--- src/rtl/verificador_jogadas_pkg.sv ---
// Shared definitions for the guessing-round controller: FSM state
// encodings, coordinate range/width and a coordinate range check.
package verificador_jogadas_pkg;

    localparam int COORD_W   = 4;
    localparam int COORD_MIN = 1;
    localparam int COORD_MAX = 8;

    typedef enum logic [3:0] {
        INICIAL = 4'd0,
        PEDE    = 4'd1,
        CAPTURA = 4'd2,
        ESP_COL = 4'd3,
        ESP_LIN = 4'd4,
        COMPARA = 4'd5,
        ACERTO  = 4'd6,
        ERRO    = 4'd7,
        TEMPO   = 4'd8
    } estado_t;

    // True when a coordinate lies on the board (1..8).
    function automatic logic coord_valida(input logic [COORD_W-1:0] c);
        return (c >= COORD_W'(COORD_MIN)) && (c <= COORD_W'(COORD_MAX));
    endfunction

endpackage

--- src/rtl/codificador_botoes.sv ---
// Keypad front end: turns the 8-button one-hot keypad into a single-cycle
// "new press" strobe plus the pressed value (bit k -> value k+1).
// A press only counts if exactly one button is down and the keypad was
// fully released in the previous cycle, so held or chorded keys are ignored.
module codificador_botoes
    import verificador_jogadas_pkg::*;
(
    input  logic               i_clock,
    input  logic               i_reset,
    input  logic [7:0]         i_botoes,
    output logic               o_valido,
    output logic [COORD_W-1:0] o_valor
);

    logic [7:0] r_botoes_ant;
    logic       w_um_bit;

    // Remember last cycle's keypad so a release can be required between presses.
    always_ff @(posedge i_clock or posedge i_reset) begin
        if (i_reset) begin
            r_botoes_ant <= '0;
        end else begin
            r_botoes_ant <= i_botoes;
        end
    end

    assign w_um_bit = (i_botoes != 8'd0) && ((i_botoes & (i_botoes - 8'd1)) == 8'd0);
    assign o_valido = w_um_bit && (r_botoes_ant == 8'd0);

    // One-hot to value; only meaningful when o_valido is high.
    always_comb begin
        o_valor = '0;
        for (int k = 0; k < 8; k++) begin
            if (i_botoes[k]) begin
                o_valor = COORD_W'(k + 1);
            end
        end
    end

endmodule

--- src/rtl/verificador_jogadas.sv ---
// Round controller: requests a target square from the move generator,
// collects the player's column-then-row answer from the keypad, judges it
// (hit / miss / keypress timeout) and keeps a saturating score of hits.
module verificador_jogadas
    import verificador_jogadas_pkg::*;
#(
    parameter int TIMEOUT_CICLOS = 5000,
    parameter int LARGURA_PONTOS = 8
) (
    input  logic                      clock,
    input  logic                      reset,
    input  logic                      iniciar,
    input  logic [7:0]                botoes,
    input  logic [3:0]                coluna,
    input  logic [3:0]                linha,
    output logic                      novaJogada,
    output logic [3:0]                alvo_coluna,
    output logic [3:0]                alvo_linha,
    output logic [3:0]                jogada_coluna,
    output logic [3:0]                jogada_linha,
    output logic                      acertou,
    output logic                      errou,
    output logic                      timeout,
    output logic                      pronto,
    output logic [LARGURA_PONTOS-1:0] pontos,
    output logic [3:0]                db_estado
);

    localparam int                        TIMER_W    = $clog2(TIMEOUT_CICLOS);
    localparam logic [TIMER_W-1:0]        TIMER_FIM  = TIMER_W'(TIMEOUT_CICLOS - 1);
    localparam logic [LARGURA_PONTOS-1:0] PONTOS_MAX = '1;

    estado_t                   r_estado;
    logic                      r_nova;
    logic [COORD_W-1:0]        r_alvo_col;
    logic [COORD_W-1:0]        r_alvo_lin;
    logic [COORD_W-1:0]        r_jog_col;
    logic [COORD_W-1:0]        r_jog_lin;
    logic                      r_acertou;
    logic                      r_errou;
    logic                      r_timeout;
    logic                      r_pronto;
    logic [LARGURA_PONTOS-1:0] r_pontos;
    logic [TIMER_W-1:0]        r_timer;

    logic                      w_valido;
    logic [COORD_W-1:0]        w_valor;
    logic                      w_espera;
    logic                      w_expirou;

    codificador_botoes u_codificador (
        .i_clock  (clock),
        .i_reset  (reset),
        .i_botoes (botoes),
        .o_valido (w_valido),
        .o_valor  (w_valor)
    );

    assign w_espera  = (r_estado == ESP_COL) || (r_estado == ESP_LIN);
    // A press in the deadline cycle wins because the FSM tests w_valido first.
    assign w_expirou = (r_timer == TIMER_FIM);

    // Keypress deadline: runs only while waiting for a key, restarts on each accepted press.
    always_ff @(posedge clock or posedge reset) begin
        if (reset) begin
            r_timer <= '0;
        end else if (w_espera && !w_valido) begin
            r_timer <= r_timer + TIMER_W'(1);
        end else begin
            r_timer <= '0;
        end
    end

    // Round FSM with registered outputs, target/answer capture and score.
    always_ff @(posedge clock or posedge reset) begin
        if (reset) begin
            r_estado   <= INICIAL;
            r_nova     <= 1'b0;
            r_alvo_col <= '0;
            r_alvo_lin <= '0;
            r_jog_col  <= '0;
            r_jog_lin  <= '0;
            r_acertou  <= 1'b0;
            r_errou    <= 1'b0;
            r_timeout  <= 1'b0;
            r_pronto   <= 1'b1;
            r_pontos   <= '0;
        end else begin
            r_nova <= 1'b0;
            case (r_estado)
                INICIAL, ACERTO, ERRO, TEMPO: begin
                    if (iniciar) begin
                        r_estado  <= PEDE;
                        r_nova    <= 1'b1;
                        r_jog_col <= '0;
                        r_jog_lin <= '0;
                        r_acertou <= 1'b0;
                        r_errou   <= 1'b0;
                        r_timeout <= 1'b0;
                        r_pronto  <= 1'b0;
                    end
                end
                PEDE: begin
                    r_estado <= CAPTURA;
                end
                CAPTURA: begin
                    if (coord_valida(coluna) && coord_valida(linha)) begin
                        r_alvo_col <= coluna;
                        r_alvo_lin <= linha;
                        r_estado   <= ESP_COL;
                    end else begin
                        // Off-board target: ask the generator again.
                        r_estado <= PEDE;
                        r_nova   <= 1'b1;
                    end
                end
                ESP_COL: begin
                    if (w_valido) begin
                        r_jog_col <= w_valor;
                        r_estado  <= ESP_LIN;
                    end else if (w_expirou) begin
                        r_estado  <= TEMPO;
                        r_timeout <= 1'b1;
                        r_pronto  <= 1'b1;
                    end
                end
                ESP_LIN: begin
                    if (w_valido) begin
                        r_jog_lin <= w_valor;
                        r_estado  <= COMPARA;
                    end else if (w_expirou) begin
                        r_estado  <= TEMPO;
                        r_timeout <= 1'b1;
                        r_pronto  <= 1'b1;
                    end
                end
                COMPARA: begin
                    r_pronto <= 1'b1;
                    if ((r_jog_col == r_alvo_col) && (r_jog_lin == r_alvo_lin)) begin
                        r_estado  <= ACERTO;
                        r_acertou <= 1'b1;
                        if (r_pontos != PONTOS_MAX) begin
                            r_pontos <= r_pontos + LARGURA_PONTOS'(1);
                        end
                    end else begin
                        r_estado <= ERRO;
                        r_errou  <= 1'b1;
                    end
                end
                default: begin
                    r_estado  <= INICIAL;
                    r_acertou <= 1'b0;
                    r_errou   <= 1'b0;
                    r_timeout <= 1'b0;
                    r_pronto  <= 1'b1;
                end
            endcase
        end
    end

    assign novaJogada    = r_nova;
    assign alvo_coluna   = r_alvo_col;
    assign alvo_linha    = r_alvo_lin;
    assign jogada_coluna = r_jog_col;
    assign jogada_linha  = r_jog_lin;
    assign acertou       = r_acertou;
    assign errou         = r_errou;
    assign timeout       = r_timeout;
    assign pronto        = r_pronto;
    assign pontos        = r_pontos;
    assign db_estado     = r_estado;

endmodule

--- config.mk ---
export PLATFORM = sky130hd
export DESIGN_NAME = verificador_jogadas
export DESIGN_NICKNAME = d
export VERILOG_FILES = /design/src/rtl/verificador_jogadas_pkg.sv /design/src/rtl/codificador_botoes.sv /design/src/rtl/verificador_jogadas.sv
export SDC_FILE = /design/constraint.sdc
export NUM_CORES = 1
export LEC_CHECK = 0
export BUFFER_PORTS_ARGS = -buffer_cell sky130_fd_sc_hd__buf_2
export CELL_PAD_IN_SITES_DETAIL_PLACEMENT = 0
export CELL_PAD_IN_SITES_GLOBAL_PLACEMENT = 1
export CORE_MARGIN = 5
export CORE_UTILIZATION = 46
export DETAILED_ROUTE_END_ITERATION = 10
export GPL_ROUTABILITY_DRIVEN = 1
export GPL_TIMING_DRIVEN = 1
export HOLD_SLACK_MARGIN = 0.12
export PLACE_DENSITY_LB_ADDON = 0.25
export SYNTH_ARGS = -nofsm -noshare
export SYNTH_HDL_FRONTEND = slang
export SYNTH_SLANG_ARGS = --single-unit
--- constraint.sdc ---
create_clock -name clock -period 4.7 [get_ports clock]
set_input_delay 0 -clock clock [delete_from_list [all_inputs] [get_ports clock]]
set_output_delay 0 -clock clock [all_outputs]
set_load 0.01 [all_outputs]
== Yosys cells after proc, flatten, opt, wreduce, memory -nomap -nowiden ==
Index checks and enable logic that the tools add are counted.
Word-level totals
  bits of input ports: 19
  output and inout port bits: 33
  register bits: 54
Cells by class
  reduce and logical (&&, ||, !) cells: 28
  add/sub/neg operators: 3
  $lt $le $gt $ge: 4
  equal/unequal tests: 19
  bitwise operators: 4
  mux-type cells: 32
Operators by type and width (number)
  two-way mux 4 bit: 7
  case mux 4 bit (6 select lines): 1
  == test 4 x 3 -> 1 bit, second input constant: 4
  zero test 8 bit: 2
  case mux 4 bit (2 select lines): 2
  AND reduction 3 bit: 5
  adder 13 x 1 -> 13 bit, second input constant: 1
  == test 13 bit, second input constant: 1
  two-way mux 13 bit: 1
  two-way mux 3 bit: 4
  != test 2 bit, second input constant: 6
  case mux 1 bit (3 select lines): 4
  two-way mux 1 bit: 9
  adder 8 x 1 -> 8 bit, second input constant: 1
  bitwise AND 8 bit: 1
  == test 4 x 2 -> 1 bit, second input constant: 2
  == test 4 bit: 2
  >= comparator 4 x 1 -> 1 bit, second input constant: 2
  <= comparator 4 bit, second input constant: 2
  != test 8 bit, second input constant: 1
  AND reduction 4 bit: 2
  nonzero test 8 bit: 1
  OR reduction 4 bit: 2
  subtractor 8 x 1 -> 8 bit, second input constant: 1
  14 further kinds: 26

== Logic depth before layout (Yosys ltp) ==
Gate-level depths: netlist of run 1.
  depth after elaboration: 10
  mapped depth: 7
  gate-level depth less buffers: 7

== Cells and area by module ==
From an unflattened synthesis of run 1, not the netlist that was laid out.
Unflattened totals
  cells, all modules: 279
  area total of the unflattened synthesis: 2733.9 sq um
Modules (own cells, without submodules)
  verificador_jogadas: cells each 241, times used 1, area an instance 2366.0 sq um
  codificador_botoes: cells each 38, times used 1, area an instance 367.9 sq um

== Worst setup path after synthesis of run 1 ==
No wires, ideal clock.
  kind: flip-flop to flip-flop
  from: register r_alvo_col[1], in the netlist alvo_coluna[1]
  to: register r_pontos[1], in the netlist pontos[1]
  setup slack: 2.786 ns
  arrival time: 1.790 ns
  stages on the path, launching flop included: 6
  data required time: 4.575 ns
  period minus slack after synthesis: 1.914 ns
  buffers on the path: 0
  cell sequence: dfrtp_1 xor2_1 nor4_1 nand2_1 a311oi_4 mux2_2
On the way
  longest elaborated chain between the ends: 3
RTL lines
  start, declared: line verificador_jogadas.sv:35  | logic [COORD_W-1:0] r_alvo_col;
  start signal, assigned: line verificador_jogadas.sv:108  | r_alvo_col <= coluna;
  == test 4 bit: line verificador_jogadas.sv:139  | if ((r_jog_col == r_alvo_col) && (r_jog_lin == r_alvo_lin)) begin
  logical AND 1 bit: line verificador_jogadas.sv:139
  AND reduction 3 bit (no line)
  end signal, assigned: line verificador_jogadas.sv:143  | r_pontos <= r_pontos + LARGURA_PONTOS'(1);
  end, declared: line verificador_jogadas.sv:43  | logic [LARGURA_PONTOS-1:0] r_pontos;
No other way between the ends.
A chain may end at the register's enable or synchronous reset.

== Final worst setup path of run 1 ==
  from: register u_codificador.r_botoes_ant[5]
  to: register r_jog_lin[0], in the netlist jogada_linha[0]
On the way
  longest elaborated chain between the ends: 4
RTL lines
  start, declared: line codificador_botoes.sv:15  | logic [7:0] r_botoes_ant;
  start signal, assigned: line codificador_botoes.sv:23  | r_botoes_ant <= i_botoes;
  zero test 8 bit: line codificador_botoes.sv:28  | assign o_valido = w_um_bit && (r_botoes_ant == 8'd0);
  logical AND 1 bit: line codificador_botoes.sv:28
  != test 2 bit (no line)
  AND reduction 3 bit (no line)
  end signal, assigned: line verificador_jogadas.sv:129  | r_jog_lin <= w_valor;
  end, declared: line verificador_jogadas.sv:38  | logic [COORD_W-1:0] r_jog_lin;
No other way between the ends.

==> reports/results.tsv, run 1 <==
metric	value	unit
multiplexer share of the synthesized area	5.19	%
Synth Cell Area	2720	µm²
Pins Over Slew Limit	0	
critical path fanouts, max	7	
antenna violations before repair	0	
ranking of synthesized cells by area	dfrtp_1 (49%), xor2_1 (6.1%), nor2_1 (4.1%)	
sequential cell area	1350	µm²
vias in the first global route	2093	
CP endpoint kind	register	
max-cap viol count	0	
I/O pins	52	
min cycle time layout	2.16	ns
Slew @ Worst Pin	1.11	ns
share of the synthesized area in the top cell type	48.7	%
final hold violation count	0	
clk sinks	54	
CP Cell Sequence	nor4_1 > o211ai_1 > nor3_1 > nand2_4 > o21ai_2 > o22ai_1	
Avg Cell Area, Syn	10.4	µm²
Area growth syn-to-layout	21.4	%
# diodes	0	
Crit-path slowest cell	nor3_1	
ratio of cells with drive above 1 in the final layout	24.0	%
TritonRoute pass-1 iters	4	
post-route ant nets	0	
Die W	87.0	µm
flops & latches, synth	54	
Die Area	7560	µm²
GR Layer Usage met3	3.50	%
Port Buffers	51	
M2 GR Usage	27.1	%
Fmax	463	MHz
WL per Instance	14.8	µm
area leader, netlist	dfrtp_1	
Setup violations, final	0	
Seq/Total Area, Yosys	49.7	%
post-synthesis net count	282	
CTS tree	yes	
VDD IR-drop max	0.195	mV
first-pass GRT wire length	10.3	mm
Crit Path Category	register to register	
post-CTS sizing	0	
all-layer global routing usage	17.2	%
most frequent cells after synthesis	dfrtp_1 (53), nor2_1 (30), nand2_1 (19), xor2_1 (19), nand3_1 (11)	
vias per inst	5.10	
largest net degree at the start of global routing	55	
fin cells	408	
clk root buf	clkbuf_8	
GR peak layer	met2	
clock latency on the worst-skew pair	0.30	ns
Cell variety after synth	51	
Final #Nets	353	
Synth warnings	0	
worst hold path type	input pin to register	
DIE HEIGHT	87.0	µm
Pwr per Cell Area	390	nW/µm²
Worst EP arrival	2.32	ns
clock slew at reported path FFs	0.09	ns
residual DRC count	0	
Initial Util	46.6	%
CP Data Required Time	4.85	ns
fin crit share	46.0	%
simple-gate share of the synthesized area	21.7	%
number of flops mapped to enable cells by yosys	0	
WL final	6.04	mm
H-tree levels	2	
status	finished clean	
Compound-Gate Fraction of Synth Area	10.8	%
pre-CTS setup slack	2.55	ns
largest family of logic cells by synthesized area	simple AND/OR/NAND/NOR gates	
Inserted Clock Buffers	5	
Async SR Flop Fraction	100	%
area occupied by multi-input gates	1310	µm²
ys flop type	dfrtp_1	
Hold-fix buffers, CTS	18	
setup bufs post-CTS	0	
First DRT Iteration DRCs	76	
leak pwr	1.60	nW
RSZ-0062 raised after global routing	false	
routed vias	2079	
skew final	0.00260	ns
Crit path largest cell delay	0.53	ns
GR Overflow Total	0	
sum of negative setup slack	0	ns
count leader, synth	dfrtp_1	
maximum clock path buffer count	2	
adder-cell area share of the yosys netlist	1.33	%
number of fill cells in the layout	536	
Syn Inst Count	261	
number of placed cells counting well taps	382	
slew margin rel.	25.6	%
total power	0.00129	W
DP Wirelength	4.32	mm
core area	5850	µm²
critical path startpoint category	register	
met1 Usage GRT	24.4	%
num rows	28	
Synth Area in XOR/XNOR	9.00	%
final worst slack	2.54	ns
placer congestion estimate	0.766	
==> metrics by stage <==
stage	hold slack, ns	util [%]	cell area, µm²
finish	0.420	56.5	3310
global route	0.429	56.5	3310
CTS	0.400	56.5	3310
detailed placement	0.186	52.1	3050
global placement	0.183	52.1	3050
floorplan	0.0314	-	2720
==> worst max-delay path: cells and delay by family, from the launching register on <==
kind            cells  cell delay, ns
compound gates      3            0.59
flops               1            0.37
simple gates        3            1.05
==> state kept, by name (all words and copies together), names as in the netlist <==
| register | count |
|---|---|
| u_codificador.r_botoes_ant | 8 |
| db_estado | 4 |
| pontos | 8 |
| pronto | 1 |
| alvo_linha | 4 |
| novaJogada | 1 |
| acertou | 1 |
| errou | 1 |
| timeout | 1 |
| jogada_linha | 4 |
| alvo_coluna | 4 |
| jogada_coluna | 4 |
| r_timer | 13 |
==> report_power, final <==
part | internal (W) | switching (W)
clock network | 0.000106 | 0.000138
registers | 0.000540 | 0.0000755
logic | 0.000195 | 0.000236
==> metal layers <==
layer | vias to the layer above | part of all wire, %
met4 | 0 | 0.86
met2 | 38 | 46
met1 | 979 | 49
met5 | - | 0
met3 | 5 | 4.2
li1 | 1057 | -
==> area by class of cell <==
class                           count  area share (%)
Sequential cell                    54            40.9
Multi-Input combinational cell    192            39.5
Timing Repair Buffer               69            13.2
Tap cell                           75            2.84
Clock buffer                        8            2.42
Inverter                           10            1.14
==> cell usage in the layout (no fill, tap or decap), drive strengths merged, types with 6 or more instances in the layout <==
cell type	synthesis	final
xor2	19	19
nor2	30	30
clkbuf	3	8
nand3	11	11
inv	10	10
mux2	9	9
and3	6	6
dfrtp	53	53
dlygate4sd3	0	18
nand2	20	20
o21ai	11	11
buf	2	51
xnor2	9	9
nor4	6	6
==> final timing paths <==
kind | start | endpoint | slack [ns] | cells past startpoint
setup / recovery | u_codificador.r_botoes_ant[5] | jogada_linha[0] | 2.54 | 6
hold / removal | botoes[0] | u_codificador.r_botoes_ant[0] | 0.42 | 2
setup reg to reg | u_codificador.r_botoes_ant[5] | jogada_linha[0] | 2.54 | 6
hold reg to reg | pronto | pronto | 0.47 | 2
max in group asynchronous | reset | u_codificador.r_botoes_ant[5] | 3.50 | 3
min in group asynchronous | reset | alvo_coluna[1] | 0.53 | 3
==> cell families after synthesis <==
family | Yosys count
simple gates | 108
flops | 54
xor+xnor | 28
buf+inv | 15
mux | 13
fa+ha+maj | 3
compound gates | 40
No activity file was read; power rests on OpenSTA's default activity.
==> run 2: changes to the inputs <==
- ABC_AREA: unset -> 1
- CORE_UTILIZATION: 46 -> 41
- clock period: 4.7 -> 2.03 ns (I/O delays scaled with it)
==> run 2 against run 1 <==
Synthesized area rose by 5.4%. Flip-flop and latch count did not move. Largest power group unchanged. Clock skew rose by 0.0015 ns. Routed wire length rose by 9.7%. Worst hold slack got worse by 0.13 ns. First-iteration DRC count rose by 22%. Total power rose to 2.6 times the previous value. Sequential power rose by 140%. Largest cell class unchanged. Non-clock buffer count rose by 1. Global-route usage fell by 1.5 points.
==> reports/results.tsv, run 2 <==
metric	value	unit
leak pwr	1.75	nW
Pint	0.00205	W
Fmax	569	MHz
core area	6790	µm²
fin crit share	86.6	%
Setup violations, final	0	
Die Area	8780	µm²
Syn Inst Count	360	
ys flop type	dfrtp_1	
most common cell after layout, fill and taps aside	nand2_1	
Net Sw Power	0.00132	W
Seq/Total Area, Yosys	47.1	%
Cell Area, Placed	3240	µm²
setup bufs post-CTS	0	
Combinational Power Share	37.9	%
all-layer global routing usage	15.7	%
count leader, synth	nand2_1	
status	finished clean	
share of the synthesized area in the top cell type	46.2	%
Cell variety after synth	35	
placer congestion estimate	0.793	
# diodes	0	
most frequent cells after synthesis	nand2_1 (109), dfrtp_1 (53), inv_1 (37)	
CTS tree	yes	
Final #Nets	454	
Pwr per Cell Area	961	nW/µm²
Sw Ratio	39.2	%
WL per Instance	12.5	µm
CP endpoint kind	register	
fin cells	530	
VDD IR-drop max	0.370	mV
first-pass GRT wire length	11.1	mm
ratio of cells with drive above 1 in the final layout	21.9	%
Synth Cell Area	2870	µm²
number of flops mapped to enable cells by yosys	0	
clk root buf	clkbuf_8	
ranking of synthesized cells by area	dfrtp_1 (46%), nand2_1 (14%), inv_1 (4.8%)	
largest net degree at the start of global routing	30	
flops & latches, synth	54	
Inserted Clock Buffers	5	
Avg Cell Area, Syn	7.98	µm²
clk sinks	54	
slew margin rel.	61.5	%
worst hold path type	input pin to asynchronous set/reset pin	
Slew @ Worst Pin	0.577	ns
residual DRC count	0	
Seq pwr share	43.4	%
clock latency on the worst-skew pair	0.31	ns
number of placed cells counting well taps	504	
I/O pins	52	
Crit Path Category	register to register	
total power	0.00337	W
clock power share	18.7	%
critical path startpoint category	register	
maximum clock path buffer count	2	
num rows	30	
post-synthesis net count	381	
RSZ-0062 raised after global routing	false	
vias per inst	4.65	
CP Data Required Time	2.24	ns
TritonRoute pass-1 iters	4	
Synth warnings	0	
routed vias	2464	
critical path fanouts, max	13	
post-route ant nets	0	
vias in the first global route	2445	
Final Util	51.6	%
number of flip-flops in the largest register	13	
Largest Register	r_timer	
WL final	6.62	mm
Die W	93.7	µm
GR Overflow Total	0	
final instance area	3510	µm²
clock slew at reported path FFs	0.10	ns
First DRT Iteration DRCs	93	
Async SR Flop Fraction	100	%
antenna violations before repair	0	
Area growth syn-to-layout	22.1	%
area occupied by multi-input gates	1330	µm²
max-cap viol count	0	
area leader, netlist	dfrtp_1	
Initial Util	42.3	%
skew final	0.00408	ns
min cycle time layout	1.76	ns
number of fill cells in the layout	659	
final hold violation count	0	
Port Buffers	51	
sum of negative setup slack	0	ns
Worst EP arrival	1.96	ns
DIE HEIGHT	93.7	µm
DP Wirelength	4.95	mm
sequential cell area	1350	µm²
H-tree levels	2	
commonest non-fill, non-tap cells in the layout	nand2_1 (109), dfrtp_1 (53), buf_2 (51)	
Pins Over Slew Limit	0	
[run 2: kinds of logic (layout without fill, tap and decap cells)]
logic type / count (synthesis) / in the layout / share of synthesized area, %
buffers and inverters: 46 / 120 / 6.58
AOI/OAI and AO/OA: 31 / 31 / 6.58
adders and majority gates: 2 / 2 / 0.871
xor gates and xnor gates: 19 / 19 / 5.80
and+or+nand+nor: 208 / 208 / 33.1
DFF: 54 / 54 / 47.1
[run 2: worst max-delay path: stages, from the launching register on]
cell and delay, ns:
dfrtp_1 0.44, inv_1 0.07, nand2_1 0.05, nand2_1 0.05, nand2_1 0.06, nor2_1 0.13
nand2_1 0.11, inv_1 0.10, nand3_1 0.33, xor2_1 0.25, inv_1 0.05
[run 2: through the flow]
step	worst slack (ns)	hold slack, ns
after floorplan	0.587	0.0314
after global placement	0.329	0.0944
final	0.272	0.295
after global routing	0.0587	0.358
after detailed placement	0.307	0.0998
after CTS	0.281	0.296
[run 2: area by class of cell]
cell class | count | area share (%)
Multi-Input combinational cell | 260 | 37.9
Clock buffer | 7 | 2.46
Timing Repair Buffer | 70 | 13.0
Tap cell | 96 | 3.42
Sequential cell | 54 | 38.6
Clock inverter | 1 | 0.143
Inverter | 42 | 4.50
[run 2: power by group through the flow]
stage / combinational (W) / sequential (W) / clock, W
6_report: 0.00128 / 0.00146 / 0.000631
5_1_grt: 0.00147 / 0.00149 / 0.000697
4_1_cts: 0.00129 / 0.00146 / 0.000654
3_5_place_dp: 0.00126 / 0.00149 / 0
3_3_place_gp: 0.00126 / 0.00148 / 0
2_1_floorplan: 0.000819 / 0.00154 / 0
[run 2: repair_timing]
| action | CTS | global route |
|---|---|---|
| hold buffers | 18 | 0 |
| gates resized for setup | 0 | 0 |
| endpoints found under the hold margin | 47 | 0 |
[run 2: final timing paths]
kind                            slack, ns  depth (start not counted)                            end        startpoint
worst max register to register       0.27                         10                      pontos[0]  jogada_coluna[2]
min in group clock                   0.37                          2  u_codificador.r_botoes_ant[3]         botoes[3]
worst max-delay path                 0.27                         10                      pontos[0]  jogada_coluna[2]
max in group asynchronous            1.10                          4                         pronto             reset
worst min-delay path                 0.29                          3               jogada_coluna[1]             reset
worst min register to register       0.46                          2                         pronto            pronto
[run 2: metal layers]
layer	track usage (%)	part of all wire (%)	wire length [µm]	vias to the layer above
met5	0	0	0	-
met4	5.78	1.7	112	0
met3	2.40	4.3	284	11
met2	27.1	47	3080	45
met1	19.9	47	3140	1119
li1	-	-	-	1289
==> run 3: changes to the inputs <==
- clock period: 2.03 -> 2 ns (I/O delays scaled with it)
==> run 3 against run 2 <==
Count of clock-buffer cells in the layout down 2. Routed wire length is 0.76% lower. Utilization up 0.33 points. Sequential share of layout area shrank 0.25 points. Critical path depth up 1. Final cell count is the same. Design area is 0.64% higher. Combinational power hardly changed. Clock skew up 0.0061 ns. Die area unchanged. Global-route usage up 0.086 points. Sequential power about the same. Largest cell class unchanged.
==> reports/results.tsv, run 3 (synthesis results as in run 2) <==
metric	value	unit
sequential cell area	1350	µm²
Die Area	8780	µm²
maximum clock path buffer count	2	
Worst EP arrival	1.85	ns
vias per inst	4.67	
Crit-path slowest cell	dlygate4sd3_1	
residual DRC count	0	
Area growth syn-to-layout	22.9	%
GR Overflow Total	0	
final worst slack	0.370	ns
core area	6790	µm²
clk sinks	54	
number of placed cells counting well taps	504	
Port Buffers	51	
status	finished clean	
TritonRoute pass-1 iters	4	
Setup violations, final	0	
commonest non-fill, non-tap cells in the layout	nand2_1 (109), dfrtp_1 (53), buf_2 (51)	
I/O pins	52	
clock latency on the worst-skew pair	0.31	ns
CP Data Required Time	2.22	ns
CTS tree	yes	
antenna violations before repair	0	
pre-CTS setup slack	0.267	ns
ratio of cells with drive above 1 in the final layout	22.4	%
sum of negative setup slack	0	ns
critical path startpoint category	input pin	
clock power share	20.8	%
Sw Ratio	38.3	%
placer congestion estimate	0.814	
CP endpoint kind	register	
number of flip-flops in the largest register	13	
min cycle time layout	1.63	ns
vias in the first global route	2426	
Crit path largest cell delay	0.53	ns
skew final	0.0102	ns
critical path fanouts, max	14	
RSZ-0062 raised after global routing	false	
area occupied by multi-input gates	1340	µm²
Combinational Power Share	36.7	%
all-layer global routing usage	15.8	%
Slew @ Worst Pin	0.594	ns
Pint	0.00217	W
DIE HEIGHT	93.7	µm
WL final	6.57	mm
number of fill cells in the layout	671	
clk root buf	clkbuf_8	
# diodes	0	
fin crit share	81.5	%
largest net degree at the start of global routing	30	
most common cell type on the critical path	nand2_1	
Inserted Clock Buffers	5	
H-tree levels	2	
Net Sw Power	0.00135	W
final hold violation count	0	
Crit path max-delay family	simple AND/OR/NAND/NOR gates	
clock slew at reported path FFs	0.09	ns
Fmax	614	MHz
First DRT Iteration DRCs	96	
Initial Util	42.3	%
Pwr per Cell Area	995	nW/µm²
most common cell after layout, fill and taps aside	nand2_1	
max-cap viol count	0	
num rows	30	
slew margin rel.	60.4	%
total power	0.00351	W
Seq pwr share	42.5	%
worst hold path type	input pin to asynchronous set/reset pin	
Buf+Inv Stages, Crit Path	3	
WL per Instance	12.4	µm
leak pwr	1.76	nW
DP Wirelength	4.94	mm
Die W	93.7	µm
Pins Over Slew Limit	0	
CP Cell Sequence	dlygate4sd3_1 > buf_2 > inv_1 > nand2_1 > nor2_2 > nand2_1 > nand2_1 > nand2_2 > nand3_2 > nand2_2 > nor3b_1	
post-route ant nets	0	
Largest Register	r_timer	
fin cells	530	
VDD IR-drop max	0.407	mV
Final #Nets	454	
routed vias	2473	
Crit Path Category	input pin to register	
setup bufs post-CTS	0	
first-pass GRT wire length	11.3	mm
Final Util	52.0	%
## run 3: path summary, 6_finish.rpt
kind / startpoint / to / slack [ns] / cells past startpoint
setup / recovery: botoes[5] / r_timer[3] / 0.37 / 11
min in group clock: botoes[2] / u_codificador.r_botoes_ant[2] / 0.37 / 2
hold reg to reg: r_timer[0] / r_timer[0] / 0.46 / 1
setup reg to reg: db_estado[1] / acertou / 0.39 / 8
max in group asynchronous: reset / pronto / 1.06 / 4
hold / removal: reset / r_timer[2] / 0.31 / 3
## run 3: area by class of cell
type | count | area share, %
Inverter | 42 | 4.47
Sequential cell | 54 | 38.3
Multi-Input combinational cell | 260 | 37.8
Clock buffer | 5 | 1.95
Clock inverter | 3 | 1.13
Tap cell | 96 | 3.40
Timing Repair Buffer | 70 | 12.9
## run 3: power by group through the flow
stage,sequential (W),combinational (W),clock (W)
after floorplan,0.00156,0.000831,0
after global placement,0.00150,0.00128,0
after detailed placement,0.00151,0.00127,0
after CTS,0.00149,0.00130,0.000761
after global routing,0.00152,0.00146,0.000803
final,0.00149,0.00129,0.000732
## run 3: routing by layer
layer,vias to the layer above,track usage (%),part of all wire [%]
li1,1287,-,-
met1,1141,20.7,48
met2,40,27.4,47
met3,5,2.88,4.2
met4,0,3.25,0.70
met5,-,0,0
## run 3: repair_timing
action	in CTS	in global routing
setup endpoints to repair	0	1
hold buffers	18	0
endpoints found under the hold margin	48	0
gates resized for setup	0	1
## run 3: tightest hold or removal path: cells and delay by family
kind | cells | cell delay [ns]
buffers and inverters | 3 | 1.08
## run 3: metrics by stage
step / hold slack, ns / cell area (µm²)
3_5_place_dp: 0.111 / 3240
5_1_grt: 0.343 / 3530
6_report: 0.307 / 3530
2_1_floorplan: 0.0314 / 2870
4_1_cts: 0.310 / 3520
3_3_place_gp: 0.103 / 3240
